==> src/rtl/serial_feeder.sv <==
`default_nettype none
// ============================================================================
// Module      : serial_feeder
// Description : Small word FIFO feeding a parallel-to-serial shifter. It
//               streams buffered words gaplessly, one bit per enabled cycle,
//               on a registered ser_data/ser_valid pair.
// Revision    : 1.0 - initial release
// ============================================================================
module serial_feeder #(
  parameter int DATA_W     = 8,
  parameter int FIFO_DEPTH = 4,
  parameter int LSB_FIRST  = 1
) (
  input  logic                             clk,
  input  logic                             rst,
  input  logic [DATA_W-1:0]                in_data,
  input  logic                             in_valid,
  output logic                             in_ready,
  input  logic                             en,
  input  logic                             flush,
  output logic                             ser_data,
  output logic                             ser_valid,
  output logic                             busy,
  output logic [$clog2(FIFO_DEPTH+1)-1:0]  fifo_level
);

  localparam int PTR_W = $clog2(FIFO_DEPTH);
  localparam int LVL_W = $clog2(FIFO_DEPTH + 1);
  localparam int REM_W = $clog2(DATA_W + 1);
  localparam logic [LVL_W-1:0] C_FULL_LVL = LVL_W'(FIFO_DEPTH);
  localparam logic [REM_W-1:0] C_LOAD_REM = REM_W'(DATA_W - 1);
  localparam logic             C_LSB      = (LSB_FIRST != 0);

  logic [DATA_W-1:0] mem_q [FIFO_DEPTH];
  logic [PTR_W-1:0]  wr_ptr_q, wr_ptr_d;
  logic [PTR_W-1:0]  rd_ptr_q, rd_ptr_d;
  logic [LVL_W-1:0]  level_q, level_d;
  logic [DATA_W-1:0] shift_q, shift_d;
  logic [REM_W-1:0]  rem_q, rem_d;
  logic              ser_data_q, ser_data_d;
  logic              ser_valid_q, ser_valid_d;

  logic              w_full;
  logic              w_empty;
  logic              w_push;
  logic              w_pop;
  logic [DATA_W-1:0] w_head;

  // Handshake and pop decision; a pop only happens once the current word is done.
  always_comb begin
    w_full   = (level_q == C_FULL_LVL);
    w_empty  = (level_q == '0);
    in_ready = !w_full && !flush && rst;
    w_push   = in_valid && in_ready;
    w_pop    = en && !flush && (rem_q == '0) && !w_empty;
    w_head   = mem_q[rd_ptr_q];
  end

  // FIFO pointer and occupancy update; flush discards everything.
  always_comb begin
    wr_ptr_d = wr_ptr_q;
    rd_ptr_d = rd_ptr_q;
    level_d  = level_q;
    if (flush) begin
      wr_ptr_d = '0;
      rd_ptr_d = '0;
      level_d  = '0;
    end else begin
      if (w_push) wr_ptr_d = wr_ptr_q + PTR_W'(1);
      if (w_pop)  rd_ptr_d = rd_ptr_q + PTR_W'(1);
      case ({w_push, w_pop})
        2'b10:   level_d = level_q + LVL_W'(1);
        2'b01:   level_d = level_q - LVL_W'(1);
        default: level_d = level_q;
      endcase
    end
  end

  // Serializer: continue the in-flight word, else load the head word and emit its first bit.
  always_comb begin
    shift_d     = shift_q;
    rem_d       = rem_q;
    ser_data_d  = ser_data_q;
    ser_valid_d = 1'b0;
    if (flush) begin
      rem_d = '0;
    end else if (en) begin
      if (rem_q != '0) begin
        ser_data_d  = C_LSB ? shift_q[0] : shift_q[DATA_W-1];
        shift_d     = C_LSB ? (shift_q >> 1) : (shift_q << 1);
        ser_valid_d = 1'b1;
        rem_d       = rem_q - REM_W'(1);
      end else if (w_pop) begin
        ser_data_d  = C_LSB ? w_head[0] : w_head[DATA_W-1];
        shift_d     = C_LSB ? (w_head >> 1) : (w_head << 1);
        ser_valid_d = 1'b1;
        rem_d       = C_LOAD_REM;
      end
    end
  end

  // Word storage; contents need no reset because the pointers qualify them.
  always_ff @(posedge clk) begin
    if (w_push) mem_q[wr_ptr_q] <= in_data;
  end

  // State registers with asynchronous active-low clear.
  always_ff @(posedge clk or negedge rst) begin
    if (!rst) begin
      wr_ptr_q    <= '0;
      rd_ptr_q    <= '0;
      level_q     <= '0;
      shift_q     <= '0;
      rem_q       <= '0;
      ser_data_q  <= 1'b0;
      ser_valid_q <= 1'b0;
    end else begin
      wr_ptr_q    <= wr_ptr_d;
      rd_ptr_q    <= rd_ptr_d;
      level_q     <= level_d;
      shift_q     <= shift_d;
      rem_q       <= rem_d;
      ser_data_q  <= ser_data_d;
      ser_valid_q <= ser_valid_d;
    end
  end

  // Output drive.
  always_comb begin
    ser_data   = ser_data_q;
    ser_valid  = ser_valid_q;
    busy       = (rem_q != '0) || !w_empty;
    fifo_level = level_q;
  end

endmodule
`default_nettype wire

==> config.mk <==
export PLATFORM = sky130hd
export DESIGN_NAME = serial_feeder
export DESIGN_NICKNAME = d
export VERILOG_FILES = /design/src/rtl/serial_feeder.sv
export SDC_FILE = /design/constraint.sdc
export NUM_CORES = 1
export LEC_CHECK = 0
export CORE_UTILIZATION = 45
export CTS_BUF_LIST = sky130_fd_sc_hd__clkbuf_8 sky130_fd_sc_hd__clkbuf_16
export DETAILED_ROUTE_END_ITERATION = 8
export GPL_ROUTABILITY_DRIVEN = 0
export SLEW_MARGIN = 20
export SYNTH_ARGS = -nofsm -noshare
export SYNTH_HDL_FRONTEND = slang
export SYNTH_SLANG_ARGS = --single-unit
==> constraint.sdc <==
create_clock -name clk -period 6.1 [get_ports clk]
set_input_delay 1.525 -clock clk [delete_from_list [all_inputs] [get_ports clk]]
set_output_delay 1.525 -clock clk [all_outputs]
set_load 0.02 [all_outputs]
### After elaboration in Yosys (flattened, before gate mapping)

Memory sizes are Yosys's and may differ from the RTL's.
Cells that the tools add are included.

* register bits: 21
* bits in latches: 0
* memory bits (writable): 32
* memory bits (read-only): 0
* input bits: 13
* output and inout bits: 7
* word-level logic and storage cells: 58
* memories kept: 1

Memory list
* mem_q: depth 4, bits a word 8, rd ports 1, clocked after Yosys merged registers in 0, wr ports 1, RTL line 34 `logic [DATA_W-1:0] mem_q [FIFO_DEPTH];`

* add/subtract/negate cells: 5
* multipliers: 0
* divide/modulo/power cells: 0
* magnitude comparators: 0
* equality and inequality tests: 3
* shift-type cells: 0
* mux-type cells: 20
* bitwise gates (word level): 1
* reduce and logical (&&, ||, !) cells: 21

Operator list (count)
* two-way mux 4 bit: 4
* two-way mux 8 bit: 2
* two-way mux 1 bit: 8
* two-way mux 2 bit: 4
* nonzero test 2 bit: 4
* logical AND 1 bit: 6
* case mux 3 bit (2 select lines): 1
* nonzero test 3 bit: 2
* adder 2 x 1 -> 2 bit, second input constant: 2
* logical NOT 4 bit: 1
* nonzero test 4 bit: 1
* subtractor 4 x 1 -> 4 bit, second input constant: 1
* adder 3 x 1 -> 3 bit, second input constant: 1
* equality test 3 bit, second input constant: 1
* logical NOT 1 bit: 3
* logical NOT 3 bit: 1
* two-way mux 3 bit: 1
* AND reduction 3 bit: 1
* subtractor 3 x 1 -> 3 bit, second input constant: 1
* equality test 2 x 1 -> 1 bit, second input constant: 1
* equality test 2 bit, second input constant: 1
* AND reduction 2 bit: 1
* logical OR 1 bit: 1
* inverter 1 bit: 1

### Logic depth before layout (Yosys ltp)

Gate-level depths: netlist of run 1.

* word-level depth: 8
* depth in mapped cells: 10
* gate-level depth less buffers: 10

### Worst setup path before layout of run 1

Ideal clock, no wire load.

* kind: input -> output
* start point: input flush
* end point: output in_ready
* arrival time: 2.179 ns
* required time: 4.575 ns
* setup slack: 2.396 ns
* stages: 3
* buffers on the path: 1
* cells stage by stage: clkbuf_1 nand2b_1 a21oi_1

* word-level cells in the longest chain between the ends: 3

RTL lines
* from (decl): RTL line 20 `input logic flush,`
* logical NOT 1 bit: RTL line 53 `in_ready = !w_full && !flush && rst;`
* logical AND 1 bit (2 in a row): RTL line 53
* to (decl): RTL line 18 `output logic in_ready,`

No other way between the ends.

### Final worst setup path of run 1

Ends and elaborated chain as after synthesis.

==> reports/results.txt, run 1 <==
CP Cell Sequence - clkdlybuf4s50_1, nand2b_1, a21oi_1, clkdlybuf4s50_1
Initial DRC Count - 76
Hold Crit Start - shift_q[6]$_DFFE_PN0P_
flops & latches, synth - 52
Setup TNS Final - 0 ns
TritonCTS clock tree - built
TritonCTS Buffers - 5
Clock Root Buffer - clkbuf_8
vias per cell - 5.37
Setup crit end kind - primary output
max-slew violation count - 0
largest net degree at the start of global routing - 23
crit start category - input pin
Worst Path Max Fanout - 21
EDFF count, synth - 32
Max clock buf depth - 2
final cell count without fillers - 255
Gate Count Post-Synth - 169
endpoints failing hold - 0
antenna cell count - 0
crit path buf inv count - 2
Worst Tran Pin Value - 0.977 ns
top-level port count - 20
Leakage Power - 0.952 nW
normalized max-slew margin - 0.348
Seq/Total Area, Yosys - 0.626
post-CTS setup buffer count - 0
clk_lat worst skew - 0.30 ns
largest stage delay on the critical path - 0.75 ns
outcome - completed
Max-Cap Viols - 0
drt pass-1 iters - 4
area grow syn2layout - 13.9%
Synthesized Nets - 189
Crit path arrival time - 3.31 ns
VDD IR max - 0.182 mV
GRT Resource Usage Total - 0.167
hold slack - 0.526 ns
CP dominant cell by count - clkdlybuf4s50_1
synthesized area per cell - 13.8 um2
critical path class - in -> out
hold_buf cts - 0
Std-Cell Rows - 25
Die H - 74.0 um
RSZ-0062 raised after global routing - false
Die Area - 0.00548 mm2
global-route wire length before repair - 6530 um
Layout Nets - 207
final HPWL from detailed placement - 2760 um
Resized Gates After CTS - 0
fraction of layout cells with a size suffix above 1 - 0.133
Max Clock Freq - 207 MHz
Placed Cells - 247
final WL - 3980 um
Ys Warns - 0
Worst Setup SP - flush
clk slew on worst S/H paths - 0.09 ns
Fillers - 411
port bufs - 19
final setup vio count - 0
power density over the cells - 384 mW/mm2
Top delay family on crit path - buffers and inverters
initial antenna violation count - 0
clock net sink count - 52
H-tree depth - 2
via count - 1,369
synth unique cells - 45
Starting Density - 0.481
average wire per standard cell - 15.6 um
Final Critical Period - 4.83 ns
core footprint - 0.00485 mm2
Reg-to-Reg Start - fifo_level[0]$_DFFE_PN0P_
Routed Antenna Nets - 0
DRC - 0
vias in the first global route - 1,335
CP required - 4.58 ns
CP max-delay cell - clkdlybuf4s50_1
Mapped Area - 0.00233 mm2
Primary FF master, synth - edfxtp_1
GRT Residual Overflow - 0
Worst Skew - 0.0117 ns
chip width - 74.0 um
Final period util - 0.792
asr flop ratio synth - 0.385
HP Class - reg -> reg
==> per-layer routing <==
layer | global-route usage | up-vias | routed length, um
met4 | 0.0641 | 0 | 56
met1 | 0.213 | 695 | 1790
met5 | 0 | - | 0
met2 | 0.277 | 18 | 2030
li1 | - | 650 | -
met3 | 0.0407 | 6 | 100
==> stage by stage <==
stage	total power [mW]	instance area, um2	worst slack (ns)	util
2_1_floorplan	0.744	2330	2.40	-
3_3_place_gp	0.832	2570	1.31	0.531
3_5_place_dp	0.849	2570	1.26	0.531
4_1_cts	1.03	2660	1.26	0.548
5_1_grt	1.09	2660	1.17	0.548
6_report	1.02	2660	1.27	0.548
==> worst register-to-register path, delay by kind of cell (launching register included) <==
family                     cells  cell delay (ns)
AOI/OAI and AO/OA              2             1.02
and+or+nand+nor                4             0.69
DFF                            1             0.48
adders and majority gates      1             0.46
==> sequential cells by signal, indices dropped and copies added (netlist names) <==
signal      count
wr_ptr_q        2
rd_ptr_q        2
fifo_level      3
ser_valid       1
shift_q         7
ser_data        1
mem_q          32
rem_q           4
==> kinds of logic after synthesis <==
group | Yosys count | share of synthesized area
flip-flops | 52 | 0.626
XOR/XNOR | 4 | 0.0150
AND/OR/NAND/NOR | 57 | 0.134
multiplexers | 10 | 0.0863
AO/OA/AOI/OAI | 24 | 0.0708
buffers and inverters | 15 | 0.0273
adder cells (fa/ha/maj) | 7 | 0.0408
==> final timing paths <==
path	end	slack (ns)	cells after the start
worst max-delay path	in_ready	1.27	4
worst min-delay path	shift_q[6]$_DFFE_PN0P_	0.53	1
worst max register to register	fifo_level[2]$_DFFE_PN0P_	3.38	7
worst min register to register	shift_q[6]$_DFFE_PN0P_	0.53	1
max in group asynchronous	shift_q[4]$_DFFE_PN0P_	4.30	2
min in group asynchronous	rem_q[2]$_DFFE_PN0P_	1.57	2
==> synth_stat cells (all sizes together), types with 2 or more instances <==
cell type,instances,area [um2]
edfxtp,32,961
dfrtp,20,500
nor2,17,63.8
nand2,16,60.1
a31oi,8,50.1
mux4,8,180
a21oi,6,33.8
buf,6,28.8
ha,6,75.1
inv,6,22.5
and2,4,25.0
clkbuf,3,12.5
nand2b,3,18.8
nor3,3,15.0
nand3,2,22.5
nand3b,2,15.0
nor3b,2,26.3
o21ai,2,13.8
or3,2,17.5
or4b,2,20.0
xnor2,2,17.5
xor2,2,17.5
==> layout by cell type, fill, tap and decap left out, drive strengths merged, types with 5 or more instances in the layout <==
| master | n |
|---|---|
| nor2 | 17 |
| a31oi | 8 |
| ha | 6 |
| dfrtp | 20 |
| edfxtp | 32 |
| clkdlybuf4s50 | 19 |
| nand2 | 16 |
| a21oi | 6 |
| clkbuf | 5 |
| mux4 | 8 |
| inv | 7 |
==> where the power goes <==
| group | internal (mW) | switching [mW] |
|---|---|---|
| registers | 0.425 | 0.0496 |
| clock network | 0.0781 | 0.109 |
| logic | 0.164 | 0.195 |
| total | 0.667 | 0.353 |
==> layout make-up <==
class,count,area [um2],share of cell area
clock buffer,5,68.8,0.0259
clock inverter,3,15.0,0.00565
inverter,6,22.5,0.00847
multi-input combinational,102,808,0.304
sequential,52,1460,0.550
tap,67,83.8,0.0315
timing repair buffer,20,198,0.0744
Note: power is estimated with default switching activity, not from simulation.
==> run 2: changes to the inputs <==
- PLACE_DENSITY: unset -> 0.67
- clock period: 6.1 -> 4.1 ns (I/O delays scaled with it)
==> reports/results.txt, run 2 (synthesis gave the netlist of run 1 again) <==
outcome - completed
placed cell area - 0.00260 mm2 (+0.87%)
endpoints failing hold - 0 (unchanged)
final setup vio count - 0 (unchanged)
core footprint - 0.00485 mm2 (unchanged)
Final Critical Period - 3.39 ns
Layout Nets - 210 (+1.4%)
Int Power - 1.00 mW (+51%)
area of the multi-input gates - 808 um2 (unchanged)
max reg flops - 32 (unchanged)
clock network fraction of design power - 0.178 (-0.005)
Sequential Power Share - 0.462 (-0.003)
Starting Density - 0.481 (unchanged)
normalized max-slew margin - 0.562 (+0.214)
via count - 1,368 (-0.073%)
Setup TNS Final - 0 ns (unchanged)
Initial DRC Count - 114 (+50%)
critical path class - in -> out
initial antenna violation count - 0 (unchanged)
Final period util - 0.826
max-slew violation count - 0 (unchanged)
clock net sink count - 52 (unchanged)
crit path buf inv count - 2 (unchanged)
Net Sw Frac - 0.346 (about the same)
CP max-delay cell - clkdlybuf4s50_1
Die H - 74.0 um (unchanged)
Std-Cell Rows - 25 (unchanged)
Top reg by flops - mem_q
fraction of layout cells with a size suffix above 1 - 0.147 (+0.0136)
area grow syn2layout - 14.9%
Crit path arrival time - 2.36 ns (-0.95 ns)
commonest non-fill, non-tap cell in the layout - edfxtp_1
Layout Utilization - 0.553 (+0.00465)
final HPWL from detailed placement - 2730 um (-1.2%)
Setup crit end kind - primary output
hold_buf cts - 0 (unchanged)
clk_lat worst skew - 0.29 ns (about the same)
VDD IR max - 0.272 mV (+49%)
DRC - 0 (unchanged)
final WL - 4020 um (+1.0%)
final instance area - 0.00268 mm2 (+0.85%)
vias in the first global route - 1,416 (+6.1%)
TritonCTS Buffers - 5 (unchanged)
Fillers - 400 (-2.7%)
clk slew on worst S/H paths - 0.09 ns (about the same)
HP Class - reg -> reg
Clock Root Buffer - clkbuf_8
Worst Tran Pin Value - 0.656 ns (-0.321 ns)
P_sw - 0.532 mW (+51%)
power density over the cells - 573 mW/mm2 (+49%)
Logic pwr share - 0.360 (+0.008)
post-CTS setup buffer count - 0 (unchanged)
Resized Gates After CTS - 0 (unchanged)
chip width - 74.0 um (unchanged)
GRT Residual Overflow - 0 (unchanged)
top flop regs - mem_q: 32 flops, shift_q: 7 flops, rem_q: 4 flops
average wire per standard cell - 15.6 um (-0.14%)
Worst Path Max Fanout - 2 (-90%)
GRT Resource Usage Total - 0.171 (+0.00369)
largest net degree at the start of global routing - 22 (-4.3%)
Routed Antenna Nets - 0 (unchanged)
TritonCTS clock tree - built
RSZ-0062 raised after global routing - false
crit start category - input pin
top-level port count - 20 (unchanged)
global-route wire length before repair - 6750 um (+3.4%)
Leakage Power - 0.967 nW (+1.6%)
Max-Cap Viols - 0 (unchanged)
CP Cell Sequence - clkdlybuf4s50_1, nand2b_1, a21oi_1, clkdlybuf4s50_1
largest stage delay on the critical path - 0.63 ns (-0.12 ns)
most frequent cells in the layout - edfxtp_1 (32), dfrtp_1 (20), clkdlybuf4s50_1 (19)
Max clock buf depth - 2 (unchanged)
Max Clock Freq - 295 MHz
FF+latch area - 0.00146 mm2 (unchanged)
port bufs - 19 (unchanged)
Top delay family on crit path - buffers and inverters
Die Area - 0.00548 mm2 (unchanged)
Worst Skew - 0.00368 ns (-0.00802 ns)
vias per cell - 5.30 (-1.2%)
antenna cell count - 0 (unchanged)
CP dominant cell by count - clkdlybuf4s50_1
H-tree depth - 2 (unchanged)
CP required - 3.07 ns (-1.51 ns)
drt pass-1 iters - 4 (unchanged)
[run 2: worst paths after layout]
kind | startpoint | to | slack, ns | depth (start not counted)
min reg2reg | shift_q[6]$_DFFE_PN0P_ | shift_q[6]$_DFFE_PN0P_ | 0.52 | 1
max | flush | in_ready | 0.71 | 4
max reg2reg | rem_q[0]$_DFFE_PN0P_ | fifo_level[2]$_DFFE_PN0P_ | 1.63 | 10
min in group asynchronous | rst | rem_q[0]$_DFFE_PN0P_ | 1.12 | 2
max in group asynchronous | rst | rem_q[3]$_DFFE_PN0P_ | 2.76 | 2
min | shift_q[6]$_DFFE_PN0P_ | shift_q[6]$_DFFE_PN0P_ | 0.52 | 1
[run 2: worst reg2reg max path: cells and delay by family, from the launching register on]
kind / cells / cell delay (ns)
AO/OA/AOI/OAI: 1 / 0.24
flip-flops: 1 / 0.37
AND/OR/NAND/NOR: 5 / 0.84
buffers and inverters: 2 / 0.28
adder cells (fa/ha/maj): 2 / 0.66
[run 2: final cells by class]
cell class / instances / area share
flip-flops and latches: 52 / 0.545
multi-input cells: 102 / 0.302
repair buffers: 23 / 0.0822
well taps: 67 / 0.0313
clock buffers: 5 / 0.0257
inverters: 6 / 0.00840
clock inverters: 3 / 0.00560
[run 2: per-layer routing]
| layer | wire [um] | part of all wire | vias to the layer above | GRT usage |
|---|---|---|---|---|
| met4 | 25 | 0.0062 | 0 | 0.0470 |
| met2 | 2020 | 0.50 | 30 | 0.290 |
| met5 | 0 | 0 | - | 0 |
| met3 | 164 | 0.041 | 2 | 0.0420 |
| met1 | 1810 | 0.45 | 677 | 0.219 |
| li1 | - | - | 659 | - |
[run 2: power by group through the flow]
stage / clock [mW] / sequential (mW) / combinational [mW]
4_1_cts: 0.279 / 0.711 / 0.558
2_1_floorplan: 0 / 0.710 / 0.398
3_5_place_dp: 0 / 0.721 / 0.559
5_1_grt: 0.298 / 0.722 / 0.618
3_3_place_gp: 0 / 0.716 / 0.538
6_report: 0.273 / 0.710 / 0.554
[run 2: per-stage QoR]
stage,instances,power (mW),setup WS [ns],hold WS [ns]
finish,258,1.54,0.713,0.523
global route,258,1.64,0.650,0.527
CTS,258,1.55,0.696,0.523
detailed placement,250,1.28,0.525,0.498
global placement,250,1.25,0.608,0.494
floorplan,169,1.11,1.23,0.473
